File: src/rtl/cardinal_nic_fifo.sv
// CPU <-> gold_ring NIC with DEPTH-entry circular FIFOs in each direction.
// Optional macro NIC_OCCUPANCY_EN adds 8-bit entry counts to the status reads.
module cardinal_nic_fifo #(
  parameter int DATA_WIDTH = 64,
  parameter int DEPTH      = 4
) (
  input  logic                  clk,
  input  logic                  reset,
  input  logic [1:0]            addr,
  input  logic [0:DATA_WIDTH-1] d_in,
  output logic [0:DATA_WIDTH-1] d_out,
  input  logic                  nicEn,
  input  logic                  nicEnWr,
  input  logic                  net_si,
  output logic                  net_ri,
  input  logic [0:DATA_WIDTH-1] net_di,
  output logic                  net_so,
  input  logic                  net_ro,
  output logic [0:DATA_WIDTH-1] net_do,
  input  logic                  net_polarity
);

  localparam int AW = $clog2(DEPTH);
  localparam int PW = AW + 1;

  logic [PW-1:0] in_wr_ptr_reg, in_wr_ptr_next, in_rd_ptr_reg, in_rd_ptr_next;
  logic [PW-1:0] out_wr_ptr_reg, out_wr_ptr_next, out_rd_ptr_reg, out_rd_ptr_next;

  logic [0:DATA_WIDTH-1] in_mem  [DEPTH];
  logic [0:DATA_WIDTH-1] out_mem [DEPTH];

  logic                  in_full, in_empty, out_full, out_empty;
  logic                  in_push, in_pop, out_push, out_pop;
  logic [0:DATA_WIDTH-1] in_head, out_head;

  // Full when the wrap bits differ but the index bits match.
  assign in_empty  = (in_wr_ptr_reg == in_rd_ptr_reg);
  assign in_full   = (in_wr_ptr_reg[AW] != in_rd_ptr_reg[AW]) &&
                     (in_wr_ptr_reg[AW-1:0] == in_rd_ptr_reg[AW-1:0]);
  assign out_empty = (out_wr_ptr_reg == out_rd_ptr_reg);
  assign out_full  = (out_wr_ptr_reg[AW] != out_rd_ptr_reg[AW]) &&
                     (out_wr_ptr_reg[AW-1:0] == out_rd_ptr_reg[AW-1:0]);

  assign in_head  = in_mem[in_rd_ptr_reg[AW-1:0]];
  assign out_head = out_mem[out_rd_ptr_reg[AW-1:0]];

  assign net_ri   = !in_full && !reset;
  assign in_push  = net_si && net_ri;
  assign in_pop   = nicEn && !nicEnWr && (addr == 2'd0) && !in_empty;
  assign out_push = nicEn && nicEnWr && (addr == 2'd2) && !out_full;

  // The head packet only leaves when its VC bit matches the ring polarity.
  assign net_so  = !out_empty && net_ro && (out_head[0] == net_polarity) && !reset;
  assign out_pop = net_so;
  assign net_do  = (out_empty || reset) ? '0 : out_head;

  always_comb begin
    in_wr_ptr_next  = in_push  ? in_wr_ptr_reg  + PW'(1) : in_wr_ptr_reg;
    in_rd_ptr_next  = in_pop   ? in_rd_ptr_reg  + PW'(1) : in_rd_ptr_reg;
    out_wr_ptr_next = out_push ? out_wr_ptr_reg + PW'(1) : out_wr_ptr_reg;
    out_rd_ptr_next = out_pop  ? out_rd_ptr_reg + PW'(1) : out_rd_ptr_reg;
  end

  always_ff @(posedge clk) begin
    if (reset) begin
      in_wr_ptr_reg  <= '0;
      in_rd_ptr_reg  <= '0;
      out_wr_ptr_reg <= '0;
      out_rd_ptr_reg <= '0;
    end else begin
      in_wr_ptr_reg  <= in_wr_ptr_next;
      in_rd_ptr_reg  <= in_rd_ptr_next;
      out_wr_ptr_reg <= out_wr_ptr_next;
      out_rd_ptr_reg <= out_rd_ptr_next;
    end
  end

  // Storage is not cleared by reset; the pointers alone define validity.
  always_ff @(posedge clk) begin
    if (in_push)
      in_mem[in_wr_ptr_reg[AW-1:0]] <= net_di;
    if (out_push)
      out_mem[out_wr_ptr_reg[AW-1:0]] <= d_in;
  end

`ifdef NIC_OCCUPANCY_EN
  logic [PW-1:0] in_count, out_count;
  logic [7:0]    in_count8, out_count8;
  assign in_count   = in_wr_ptr_reg - in_rd_ptr_reg;
  assign out_count  = out_wr_ptr_reg - out_rd_ptr_reg;
  assign in_count8  = 8'(in_count);
  assign out_count8 = 8'(out_count);
`endif

  always_comb begin
    d_out = '0;
    if (nicEn && !nicEnWr && !reset) begin
      case (addr)
        2'd0: if (!in_empty) d_out = in_head;
        2'd1: begin
          d_out[DATA_WIDTH-1] = !in_empty;
`ifdef NIC_OCCUPANCY_EN
          d_out[DATA_WIDTH-9:DATA_WIDTH-2] = in_count8;
`endif
        end
        2'd3: begin
          d_out[DATA_WIDTH-1] = out_full;
`ifdef NIC_OCCUPANCY_EN
          d_out[DATA_WIDTH-9:DATA_WIDTH-2] = out_count8;
`endif
        end
        default: d_out = '0;
      endcase
    end
  end

endmodule
File: config.mk
export PLATFORM = sky130hd
export DESIGN_NAME = cardinal_nic_fifo
export DESIGN_NICKNAME = d
export VERILOG_FILES = /design/src/rtl/cardinal_nic_fifo.sv
export SDC_FILE = /design/constraint.sdc
export NUM_CORES = 1
export LEC_CHECK = 0
export BUFFER_PORTS_ARGS = -buffer_cell sky130_fd_sc_hd__buf_4
export CORE_ASPECT_RATIO = 0.75
export CORE_MARGIN = 2
export CORE_UTILIZATION = 57
export DETAILED_ROUTE_END_ITERATION = 10
export PLACE_DENSITY = 0.88
export SLEW_MARGIN = 20
export SYNTH_ARGS = -nofsm -noshare
export SYNTH_HDL_FRONTEND = slang
export SYNTH_SLANG_ARGS = --single-unit
File: constraint.sdc
create_clock -name clk -period 3.7 [get_ports clk]
set_input_delay 0.185 -clock clk [delete_from_list [all_inputs] [get_ports clk]]
set_output_delay 0.185 -clock clk [all_outputs]
set_load 0.03 [all_outputs]
; After elaboration in Yosys (flattened, before gate mapping)
; Memories as Yosys holds them, arrays and structs flattened. A register that Yosys moved wholly into a read port is not among the register bits.
; Index checks and enable logic that the tools add are counted.
[word_totals]
reg_bits = 12
ramBits = 512
out_inout_bits = 130
elab_cells = 55
mem_count = 2
[memory_table]
columns = memory, words, word_bits, read_ports, rd_clocked_by_memory_dff, write_ports, line
row1 = in_mem, 4, 64, 1, 1, 1, 29  ; logic [0:DATA_WIDTH-1] in_mem [DEPTH];
row2 = out_mem, 4, 64, 1, 1, 1, 30  ; logic [0:DATA_WIDTH-1] out_mem [DEPTH];
[classes]
addsub = 4
eq_ne = 10
mux = 13
n_reduce_logical = 22
[op_table]
columns = op, n
row1 = $mux W64, 3
row2 = $mux W63, 1
row3 = $logic_and A1 B1 Y1, 14
row4 = $add A3 B1 Y3 const B, 4
row5 = $mux W2, 4
row6 = $eq A3 B3 Y1, 2
row7 = $logic_not A1 Y1, 6
row8 = $eq A2 B2 Y1, 2
row9 = $eq A2 B2 Y1 const B, 2
row10 = $mux W1, 4
row11 = $pmux W1 S3, 1
row12 = $eq A2 B1 Y1 const B, 1
row13 = $logic_not A2 Y1, 1
row14 = $ne A1 B1 Y1, 2
row15 = $eq A1 B1 Y1, 1
row16 = $logic_or A1 B1 Y1, 1

; Depth between registers and ports, before layout
; Gate-level depths: netlist of the first run.
[logic_depth]
ltp_word = 7
ltp_mapped = 6

; Worst setup path after synthesis of the first run
; OpenSTA, ideal clock, no wires.
[synth_timing]
path_type = register to register
startpoint = register in_wr_ptr_reg[0]
endpoint = memory in_mem[3][0] (netlist name) (enable)
setup_ps = 430
t_arrival_ps = 2591
required_time_ps = 3270
slack_ps = 679
stages_incl_launch_ff = 4
n_path_buf = 0
path_cell_list = dfxtp_1 -> xnor2_1 -> a311oi_2 -> and2_1
[synth_via]
elab_chain_len = 7
[synth_lines]
columns = item, line
row1 = start: declaration, 26  ; logic [PW-1:0] in_wr_ptr_reg, in_wr_ptr_next, in_rd_ptr_reg, in_rd_ptr_next;
row2 = start signal: assignment, 71  ; in_wr_ptr_reg <= in_wr_ptr_next;
row3 = $eq A2 B2 Y1, 39  ; (in_wr_ptr_reg[AW-1:0] == in_rd_ptr_reg[AW-1:0]);
row4 = $logic_and A1 B1 Y1, 38  ; assign in_full = (in_wr_ptr_reg[AW] != in_rd_ptr_reg[AW]) &&
row5 = $logic_not A1 Y1, 47  ; assign net_ri = !in_full && !reset;
row6 = $logic_and A1 B1 Y1, 47
row7 = $logic_and A1 B1 Y1, 48  ; assign in_push = net_si && net_ri;
row8 = $mux W1, 80  ; if (in_push)
row9 = $mux W1 (not written as such), 81  ; in_mem[in_wr_ptr_reg[AW-1:0]] <= net_di;
row10 = end: declaration, 29
; Several ways; a longest one is shown, not always the timed one.

; Worst setup path after layout of the first run
[layout_timing]
startpoint = register in_wr_ptr_reg[0]
endpoint = output d_out[61] (netlist name)
[layout_via]
elab_chain_len = 4
[layout_lines]
columns = item, line
row1 = $eq A3 B3 Y1, 37  ; assign in_empty = (in_wr_ptr_reg == in_rd_ptr_reg);
row2 = $mux W64, 99  ; 2'd0: if (!in_empty) d_out = in_head;
row3 = $mux W63, 98  ; case (addr)
row4 = $mux W64, 97  ; if (nicEn && !nicEnWr && !reset) begin
row5 = end: declaration, 11  ; output logic [0:DATA_WIDTH-1] d_out,
; No other way between the ends.

==> results of run 1 <==
final cells by class:
type / instances / area (um^2) / area share, %
Antenna cell: 5 / 12.51 / 0.04851
Clock buffer: 56 / 1295 / 5.021
Clock inverter: 32 / 271.5 / 1.053
Inverter: 7 / 26.28 / 0.1019
Multi-Input combinational cell: 334 / 4315 / 16.73
Sequential cell: 528 / 15710 / 60.89
Tap cell: 457 / 571.8 / 2.217
Timing Repair Buffer: 417 / 3593 / 13.93
cell usage in the layout, fill, tap and decap left out, types with 2 or more instances in the layout:
master         instances
mux4_2               128
a31oi_1                2
buf_12                11
a21oi_1                2
clkinv_1              11
and3_1                64
clkbuf_1               5
nor2_1                10
buf_4                276
inv_6                  3
nor2b_1               67
clkbuf_16             51
clkinv_2              10
xnor2_1                8
and2_2                 8
dfxtp_4                2
mux2_1                 3
ha_1                  10
nand3_1                2
diode_2                5
bufinv_16              4
dfxtp_2                2
edfxtp_1             512
mux2i_1                3
o21ai_0                3
clkinvlp_4             3
nand2b_1               5
dlygate4sd3_1        130
xor2_1                 3
dfxtp_1               12
inv_1                  7
synth_stat cells, drive strengths merged (2+ instances only):
master    n
xnor2     8
xor2      3
clkbuf   35
nand2b    6
nor2     11
buf      14
mux2      3
and2      8
ha       10
o21ai     3
nor2b    67
mux4    128
a21oi     2
inv       7
nand3     2
edfxtp  512
a31oi     3
and3     65
dfxtp    16
mux2i     3
kinds of logic after synthesis:
kind of cell / Yosys count
AO/OA/AOI/OAI: 13
XOR/XNOR: 11
adder cells (fa/ha/maj): 10
buffers and inverters: 56
flip-flops: 528
multiplexers: 134
AND/OR/NAND/NOR: 166
layer usage:
metal  vias to the layer above  global-route usage, %  wire [um]
met5                         -                      0          0
met4                         0                  8.989       1565
met3                       114                  3.546       2755
met2                       517                  43.51      24480
met1                      5615                  32.98      17360
li1                       4620                      -          -
power groups by stage:
stage	clock network, mW	registers, mW	logic (mW)
4_1_cts	5.00	6.69	0.648
6_report	4.96	6.69	0.654
2_1_floorplan	0	6.81	0.241
3_3_place_gp	0	6.81	0.507
3_5_place_dp	0	6.82	0.526
5_1_grt	5.26	6.69	0.693
stage by stage:
stage / setup slack (ns) / cell area [um^2] / hold WS, ns / util, % / cells
after floorplan: 0.6795 / 20210 / 0.2839 / - / 918
after global placement: 1.233 / 22910 / 0.3850 / 65.74 / 1613
after detailed placement: 1.103 / 22910 / 0.3869 / 65.75 / 1613
after CTS: 0.6678 / 25780 / 0.05243 / 73.98 / 1831
after global routing: 0.5680 / 25790 / 0.07694 / 74.02 / 1836
final: 0.6676 / 25790 / 0.09004 / 74.02 / 1836
worst max-delay path, delay by kind of cell (launching register included):
| family | cells | cell delay [ns] |
|---|---|---|
| AO/OA/AOI/OAI | 1 | 0.74 |
| buffers and inverters | 2 | 0.59 |
| flip-flops | 1 | 0.44 |
| AND/OR/NAND/NOR | 1 | 0.26 |
| XOR/XNOR | 1 | 0.25 |
timing repair:
item                                   4_1_cts  5_1_grt
endpoints found under the hold margin      519        0
buffers inserted                             0        0
hold buffers                               130        0
how the worst max path moves through the flow:
stage                                             start                        to  slack, ns  cells past startpoint
final                     in_wr_ptr_reg[0]$_SDFFE_PP0P_                 d_out[61]       0.67                      5
after global routing      in_wr_ptr_reg[0]$_SDFFE_PP0P_                 d_out[21]       0.57                      5
after CTS                 in_wr_ptr_reg[0]$_SDFFE_PP0P_                  d_out[0]       0.67                      5
after detailed placement  in_wr_ptr_reg[0]$_SDFFE_PP0P_   in_mem[2][52]$_DFFE_PP_       1.10                      4
after global placement                          addr[0]  out_mem[3][11]$_DFFE_PP_       1.23                      5
after floorplan           in_wr_ptr_reg[0]$_SDFFE_PP0P_    in_mem[3][0]$_DFFE_PP_       0.68                      3
==> run summary, run 1 <==
Root buffer selected by CTS: clkbuf_16
Clk Latency, worst-skew pair: 0.55 ns
Max-cap violations: 0
#FFs+latches synth: 528
Via count: 10866
Crit path DAT: 2.85 ns
Post-synth top area cell: edfxtp_1
Final setup violation count: 0
DPL Wire Length: 25750 um
Internal power: 9.782 mW
Post-Route Skew: 0.01716 ns
Area contributors post-synth: edfxtp_1 (76%), mux4_2 (14%), nor2b_1 (2.1%)
Initial core utilization: 58.01%
Reg2Reg Setup Slack: 1.05 ns
TritonRoute pass-1 iters: 10
Worst-path cell chain: xnor2_1, a31oi_4, buf_4, and3_1, buf_4
Hold Path Class: input port to register
Startpoint types: register
Final hold violation count: 0
First-pass GRT wire length: 69600 um
Drt total wl: 46160 um
Syn nets: 1065
CP Class: register to output port
XOR/XNOR share of the synthesized area: 0.4767%
Cell area power density: 477.0 nW/um^2
EDFF count, synth: 512
Critical Path RT: 3.51 ns
Max incr delay on CP: 0.74 ns
Mapped Cells: 918
Fmax: 0.3298 GHz
Slew @ Worst Pin: 0.8287 ns
Remaining antenna violation count after routing: 0
Max clock buf depth: 3
Worst vdd ir: 0.5243 mV
Post-synthesis cell type count: 36
Reg-to-Reg Start: in_wr_ptr_reg[0]$_SDFFE_PP0P_
Largest net degree at the start of global routing: 65
Initial antenna violation count: 4
DR DRC count: 10
Slowest cell on crit path: a31oi_4
Post-synth top area share: 76.07%
RSZ-0062 raised after global routing: no
Gpl congestion: 0.7596
Switching power: 2.520 mW
TritonCTS clock tree: built
Period minus WS final: 3.032 ns
Mean post-synth cell area: 22.02 um^2
Synthesized area: 20210 um^2
Top cell by count, worst path: buf_4
Hold path cells: 3
Period utilization: 81.96%
CP Max Fanout: 29
Slew headroom: 44.75%
Die footprint: 37000 um^2
Die Y: 167.1 um
Sequential area share after synthesis: 77.65%
Die W: 221.4 um
Post-cts resize count: 0
Number of global-route vias before repair: 11493
Ys async rst share: 0%
Via/cell ratio: 5.918
Initial DRC count: 790
CORE AREA: 34840 um^2
Final net count: 1484
Failing checks: design-rule violations
Synth Flop Type: edfxtp_1
Fin Setup TNS: 0 ns
Clock Sinks: 528
Clock Power Share: 40.3%
Share of layout cells above drive strength 1: 36.75%
Power Total: 12.30 mW
Sequential fraction of design power: 54.4%
Net Sw Frac: 20.48%
Worst R2R End: in_mem[2][52]$_DFFE_PP_
P&R area growth vs syn: 27.60%
Post-Synth Simple-Gate Area: 5.014%
Overflow left after global routing: 0
Comb power frac: 5.3%
Cell leakage power: 8.988 nW
CP Capture Type: output port
IO Pins: 267
Clock transition at path regs: 0.06 ns
Post-synthesis mux area share: 14.58%
Status: complete, but fails checks
Fillers: 1860
Synth Area in Compound Gates: 0.4952%
Slew Viols, Final: 0
Buffers on Ports: 266
Adder-cell share of the synthesized area: 0.6190%
Hold_sp: net_ro
GRT Total Usage: 25.06%
Worst reg-to-reg path cell count: 4
Synth warn: 0
Largest family of logic cells by synthesized area: multiplexers
CTS HTree Levels: 2
WL/cell: 25.14 um
Num CTS Buffers: 49
Core Rows: 59
Note: power is estimated with default switching activity, not from simulation.
==> run 2, diff against run 1 <==
CORE_UTILIZATION = 52   (was 57)
PLACE_DENSITY = 0.85   (was 0.88)
clock period = 2.7 ns   (was 3.7 ns; I/O delays follow)
==> run summary, run 2 (same netlist as run 1, synthesis figures left out) <==
Crit path DAT: 2.41 ns (-0.44 ns)
Placed insts: 1671 (+3.6%)
Core Rows: 62 (+5.1%)
Number of global-route vias before repair: 11727 (+2.0%)
Clk Latency, worst-skew pair: 0.56 ns (about the same)
CTS HTree Levels: 2 (unchanged)
Buffers on Ports: 266 (unchanged)
Gpl congestion: 0.7706 (+1.4%)
WL/cell: 23.47 um (-6.7%)
Reg2Reg Setup Slack: 0.45 ns (-0.60 ns)
Remaining antenna violation count after routing: 0 (unchanged)
Root buffer selected by CTS: clkbuf_16
Max incr delay on CP: 0.62 ns (-0.12 ns)
Cell leakage power: 9.011 nW (+0.25%)
Clock transition at path regs: 0.06 ns (about the same)
Initial core utilization: 52.74% (-5.3 points)
Via/cell ratio: 5.681 (-4.0%)
Final setup violation count: 0 (unchanged)
RSZ-0062 raised after global routing: no
Hold Path Class: input port to register
CP Class: register to output port
Status: complete, no violations
Fin Setup TNS: 0 ns (unchanged)
Cell area power density: 644.1 nW/um^2 (+35%)
TritonCTS clock tree: built
Hold WS: 0.1620 ns (+0.07192 ns)
Post-Route Skew: 0.02381 ns (+0.006650 ns)
DPL Wire Length: 25080 um (-2.6%)
Final Instance Area: 25970 um^2 (+0.69%)
Worst-path cell chain: buf_12, mux4_2, and3_1, buf_4
TritonRoute pass-1 iters: 5 (-5)
Initial antenna violation count: 6 (+2)
Worst vdd ir: 0.6028 mV (+15%)
Seq. cell area: 15710 um^2 (unchanged)
Critical Path RT: 2.57 ns (-0.94 ns)
Largest net degree at the start of global routing: 65 (unchanged)
Area of the multi-input gates: 4310 um^2 (-0.12%)
First-pass GRT wire length: 67700 um (-2.7%)
Drt total wl: 44570 um (-3.4%)
Startpoint types: register
Die W: 231.7 um (+4.6%)
Power Total: 16.73 mW (+36%)
Max-cap violations: 0 (unchanged)
Die footprint: 40480 um^2 (+9.4%)
CP Max Fanout: 63 (+120%)
Max clock buf depth: 3 (unchanged)
CP Capture Type: output port
GRT Total Usage: 22.07% (-3.0 points)
Period utilization: 94.16%
Slowest cell on crit path: mux4_2
Non-filler cells, final: 1899 (+3.4%)
CORE AREA: 38320 um^2 (+10%)
Clock Sinks: 528 (unchanged)
Slew @ Worst Pin: 0.6309 ns (-0.1978 ns)
Slew Viols, Final: 0 (unchanged)
DR DRC count: 0 (-10)
Most frequent cells in the layout: edfxtp_1 (512), buf_4 (271), dlygate4sd3_1 (131)
Overflow left after global routing: 0 (unchanged)
Commonest non-fill, non-tap cell in the layout: edfxtp_1
Share of layout cells above drive strength 1: 36.21% (-0.55 points)
Post-Place Cell Area: 23100 um^2 (+0.81%)
Final hold violation count: 0 (unchanged)
Fmax: 0.3934 GHz
Fillers: 2370 (+27%)
Num CTS Buffers: 50 (+2.0%)
P&R area growth vs syn: 28.48%
Final net count: 1489 (+0.34%)
Period minus WS final: 2.542 ns
Slew headroom: 57.74% (+13 points)
Die Y: 174.7 um (+4.6%)
Initial DRC count: 973 (+23%)
IO Pins: 267 (unchanged)
Via count: 10789 (-0.71%)
[run 2: cell types whose count changed in the layout (fill, tap and decap cells not counted), moves of 2 or more]
cell / previous run / this run
buf_12: 11 / 19
buf_4: 276 / 271
bufinv_16: 4 / 2
clkbuf_1: 5 / 18
clkbuf_16: 51 / 53
clkinv_1: 11 / 9
clkinv_2: 10 / 5
[run 2: area by class of cell]
type | instances | area share (%)
Sequential cell | 528 | 60.48
Multi-Input combinational cell | 334 | 16.60
Timing Repair Buffer | 421 | 14.35
Clock buffer | 71 | 5.367
Tap cell | 512 | 2.467
Clock inverter | 20 | 0.5830
Inverter | 7 | 0.1012
Antenna cell | 6 | 0.05782
[run 2: stage by stage]
stage	worst slack [ns]	util (%)
5_1_grt	0.01443	67.76
3_3_place_gp	0.4491	60.27
6_report	0.1578	67.76
2_1_floorplan	0.3701	-
3_5_place_dp	0.4391	60.27
4_1_cts	0.1354	67.73
[run 2: worst paths after layout]
kind,start,end,cells after the start
setup reg to reg,out_wr_ptr_reg[1]$_SDFFE_PP0P_,out_mem[3][56]$_DFFE_PP_,4
hold reg to reg,out_wr_ptr_reg[2]$_SDFFE_PP0P_,out_wr_ptr_reg[2]$_SDFFE_PP0P_,2
hold / removal,net_polarity,out_rd_ptr_reg[2]$_SDFFE_PP0P_,4
setup / recovery,register,d_out[42],4
[run 2: metal layers]
metal | GRT usage (%) | part of all wire [%] | vias to the layer above
met5 | 0 | 0 | -
met4 | 9.615 | 3.8 | 0
met3 | 3.721 | 4.9 | 118
met2 | 38.41 | 53 | 406
met1 | 27.51 | 38 | 5643
li1 | - | - | 4622
[run 2: critical path, delay by kind of cell, from the launching register on]
family | cells | cell delay [ns]
muxes | 1 | 0.62
and+or+nand+nor | 1 | 0.22
buffers and inverters | 2 | 0.57
DFF | 1 | 0.36
[run 2: where the power goes]
part           total [mW]  internal, mW  switching, mW
clock network        6.68          3.78           2.89
logic               0.891         0.457          0.434
registers            9.16          9.12         0.0373
total                16.7          13.4           3.36
[run 2: what timing repair did]
item | in CTS | in global routing
gates resized for setup | 0 | 0
endpoints found under the hold margin | 523 | 0
hold buffers | 131 | 0
setup endpoints to repair | 0 | 0
buffers inserted | 0 | 0
==> run 3, diff against run 2 <==
CORE_UTILIZATION = 45   (was 52)
PLACE_DENSITY = 0.76   (was 0.85)
REMOVE_ABC_BUFFERS = 1   (was unset)
==> run summary, run 3 (same netlist as run 1, synthesis figures left out) <==
Met1 usage: 26.10% (-1.4 points)
Drt total wl: 43650 um (-2.1%)
Slew headroom: 56.53% (-1.2 points)
GR Util met2: 30.49% (-7.9 points)
Status: complete, but fails checks
CP Max Fanout: 35 (-44%)
Core Rows: 67 (+8.1%)
Clock Sinks: 528 (unchanged)
Placed insts: 1758 (+5.2%)
CP Capture Type: output port
DPL Wire Length: 26450 um (+5.5%)
CORE AREA: 44510 um^2 (+16%)
Post-Route Skew: 0.01093 ns (-0.01288 ns)
Hold Path Class: input port to register
IO Pins: 267 (unchanged)
Clk Latency, worst-skew pair: 0.56 ns (about the same)
Die Y: 187.5 um (+7.3%)
Num CTS Buffers: 49 (-2.0%)
WL/cell: 21.98 um (-6.4%)
Remaining antenna violation count after routing: 0 (unchanged)
Most frequent cells in the layout: edfxtp_1 (512), buf_4 (295), dlygate4sd3_1 (131)
Crit path DAT: 2.38 ns (-0.03 ns)
Initial antenna violation count: 3 (-3)
Final net count: 1509 (+1.3%)
Via count: 10532 (-2.4%)
Final setup violation count: 0 (unchanged)
Max clock buf depth: 3 (unchanged)
Slew Viols, Final: 0 (unchanged)
CTS HTree Levels: 2 (unchanged)
Cell area power density: 639.7 nW/um^2 (-0.68%)
Max-cap violations: 0 (unchanged)
TritonCTS clock tree: built
Largest net degree at the start of global routing: 51 (-22%)
Top Usage Layer GRT: met2
Share of layout cells above drive strength 1: 37.44% (+1.2 points)
Initial DRC count: 627 (-36%)
Root buffer selected by CTS: clkbuf_16
Worst vdd ir: 0.5481 mV (-9.1%)
Fmax: 0.3977 GHz (+1.1%)
First-pass GRT wire length: 66270 um (-2.1%)
DR DRC count: 18 (+18)
TritonRoute pass-1 iters: 8 (+3)
Die footprint: 46640 um^2 (+15%)
CP Class: register to output port
M3 GR Usage: 2.887% (-0.83 points)
Power Total: 16.75 mW (+0.14%)
Critical Path RT: 2.57 ns (about the same)
Die W: 248.7 um (+7.4%)
Cell leakage power: 9.123 nW (+1.2%)
Non-filler cells, final: 1986 (+4.6%)
Final hold violation count: 0 (unchanged)
Period utilization: 93.12% (-1.0 points)
Gpl congestion: 0.7318 (-5.0%)
Startpoint types: register
Number of global-route vias before repair: 11287 (-3.8%)
Buffers on Ports: 266 (unchanged)
RSZ-0062 raised after global routing: no
Commonest non-fill, non-tap cell in the layout: edfxtp_1
Initial core utilization: 45.41% (-7.3 points)
P&R area growth vs syn: 29.55%
GRT Total Usage: 18.56% (-3.5 points)
Clock transition at path regs: 0.06 ns (about the same)
Overflow left after global routing: 0 (unchanged)
Via/cell ratio: 5.303 (-6.7%)
Period minus WS final: 2.514 ns (-0.02789 ns)
Hold WS: 0.1233 ns (-0.03865 ns)
Fin Setup TNS: 0 ns (unchanged)
Failing checks: design-rule violations
Slew @ Worst Pin: 0.6520 ns (+0.02109 ns)
-- run 3: cell count changes in the layout (fill, tap and decap cells not counted), sizes merged --
cell / delta
clkinvlp: -1
clkbuf: -12
clkinv: +7
bufinv: +2
buf: +21
inv: -1
diode: -3
-- run 3: metal layers --
metal,routed length [um],up-vias
li1,-,4672
met1,19060,5517
met2,21840,271
met3,1688,72
met4,1063,0
met5,0,-
-- run 3: area by class of cell --
class	count	area [um^2]
fill	3115	18330
sequential	528	15710
multi-input combinational	334	4312
timing repair buffer	442	3854
clock buffer	59	1306
tap	586	733.2
clock inverter	27	237.7
inverter	7	26.28
antenna	3	7.507
-- run 3: path summary, 6_finish.rpt --
check / startpoint / to / slack [ns] / cells after the start
setup / recovery: out_wr_ptr_reg[2]$_SDFFE_PP0P_ / net_do[63] / 0.19 / 6
hold / removal: nicEnWr / out_wr_ptr_reg[2]$_SDFFE_PP0P_ / 0.12 / 5
setup reg to reg: in_wr_ptr_reg[0]$_SDFFE_PP0P_ / in_mem[3][3]$_DFFE_PP_ / 0.44 / 4
hold reg to reg: out_wr_ptr_reg[2]$_SDFFE_PP0P_ / out_wr_ptr_reg[2]$_SDFFE_PP0P_ / 0.52 / 2
-- run 3: where the power goes --
| group | leakage (nW) | switching, mW | internal, mW |
|---|---|---|---|
| Sequential | 4.76 | 0.0353 | 9.12 |
| Clock | 0.754 | 2.88 | 3.82 |
| Combinational | 3.61 | 0.436 | 0.465 |
| Total | 9.12 | 3.35 | 13.4 |
-- run 3: what timing repair did --
| action | in CTS | in global routing |
|---|---|---|
| setup endpoints to repair | 0 | 16 |
| gates resized for setup | 0 | 1 |
| endpoints found under the hold margin | 519 | 0 |
| setup buffers | 0 | 8 |
| hold buffers | 131 | 0 |
-- run 3: per-stage QoR --
stage | utilization (%) | setup slack [ns] | instance area [um^2]
floorplan | - | -1.744 | 20000
global placement | 52.21 | 0.4933 | 23240
detailed placement | 52.21 | 0.4154 | 23240
CTS | 58.62 | 0.003402 | 26090
global route | 58.82 | 0.02320 | 26180
finish | 58.82 | 0.1857 | 26180
-- run 3: critical path, cell delays in order (launching register included) --
cell	delay, ns
dfxtp_1	0.37
xor2_1	0.26
nand3b_1	0.21
nand2b_2	0.29
buf_12	0.29
nor2b_1	0.17
buf_4	0.19
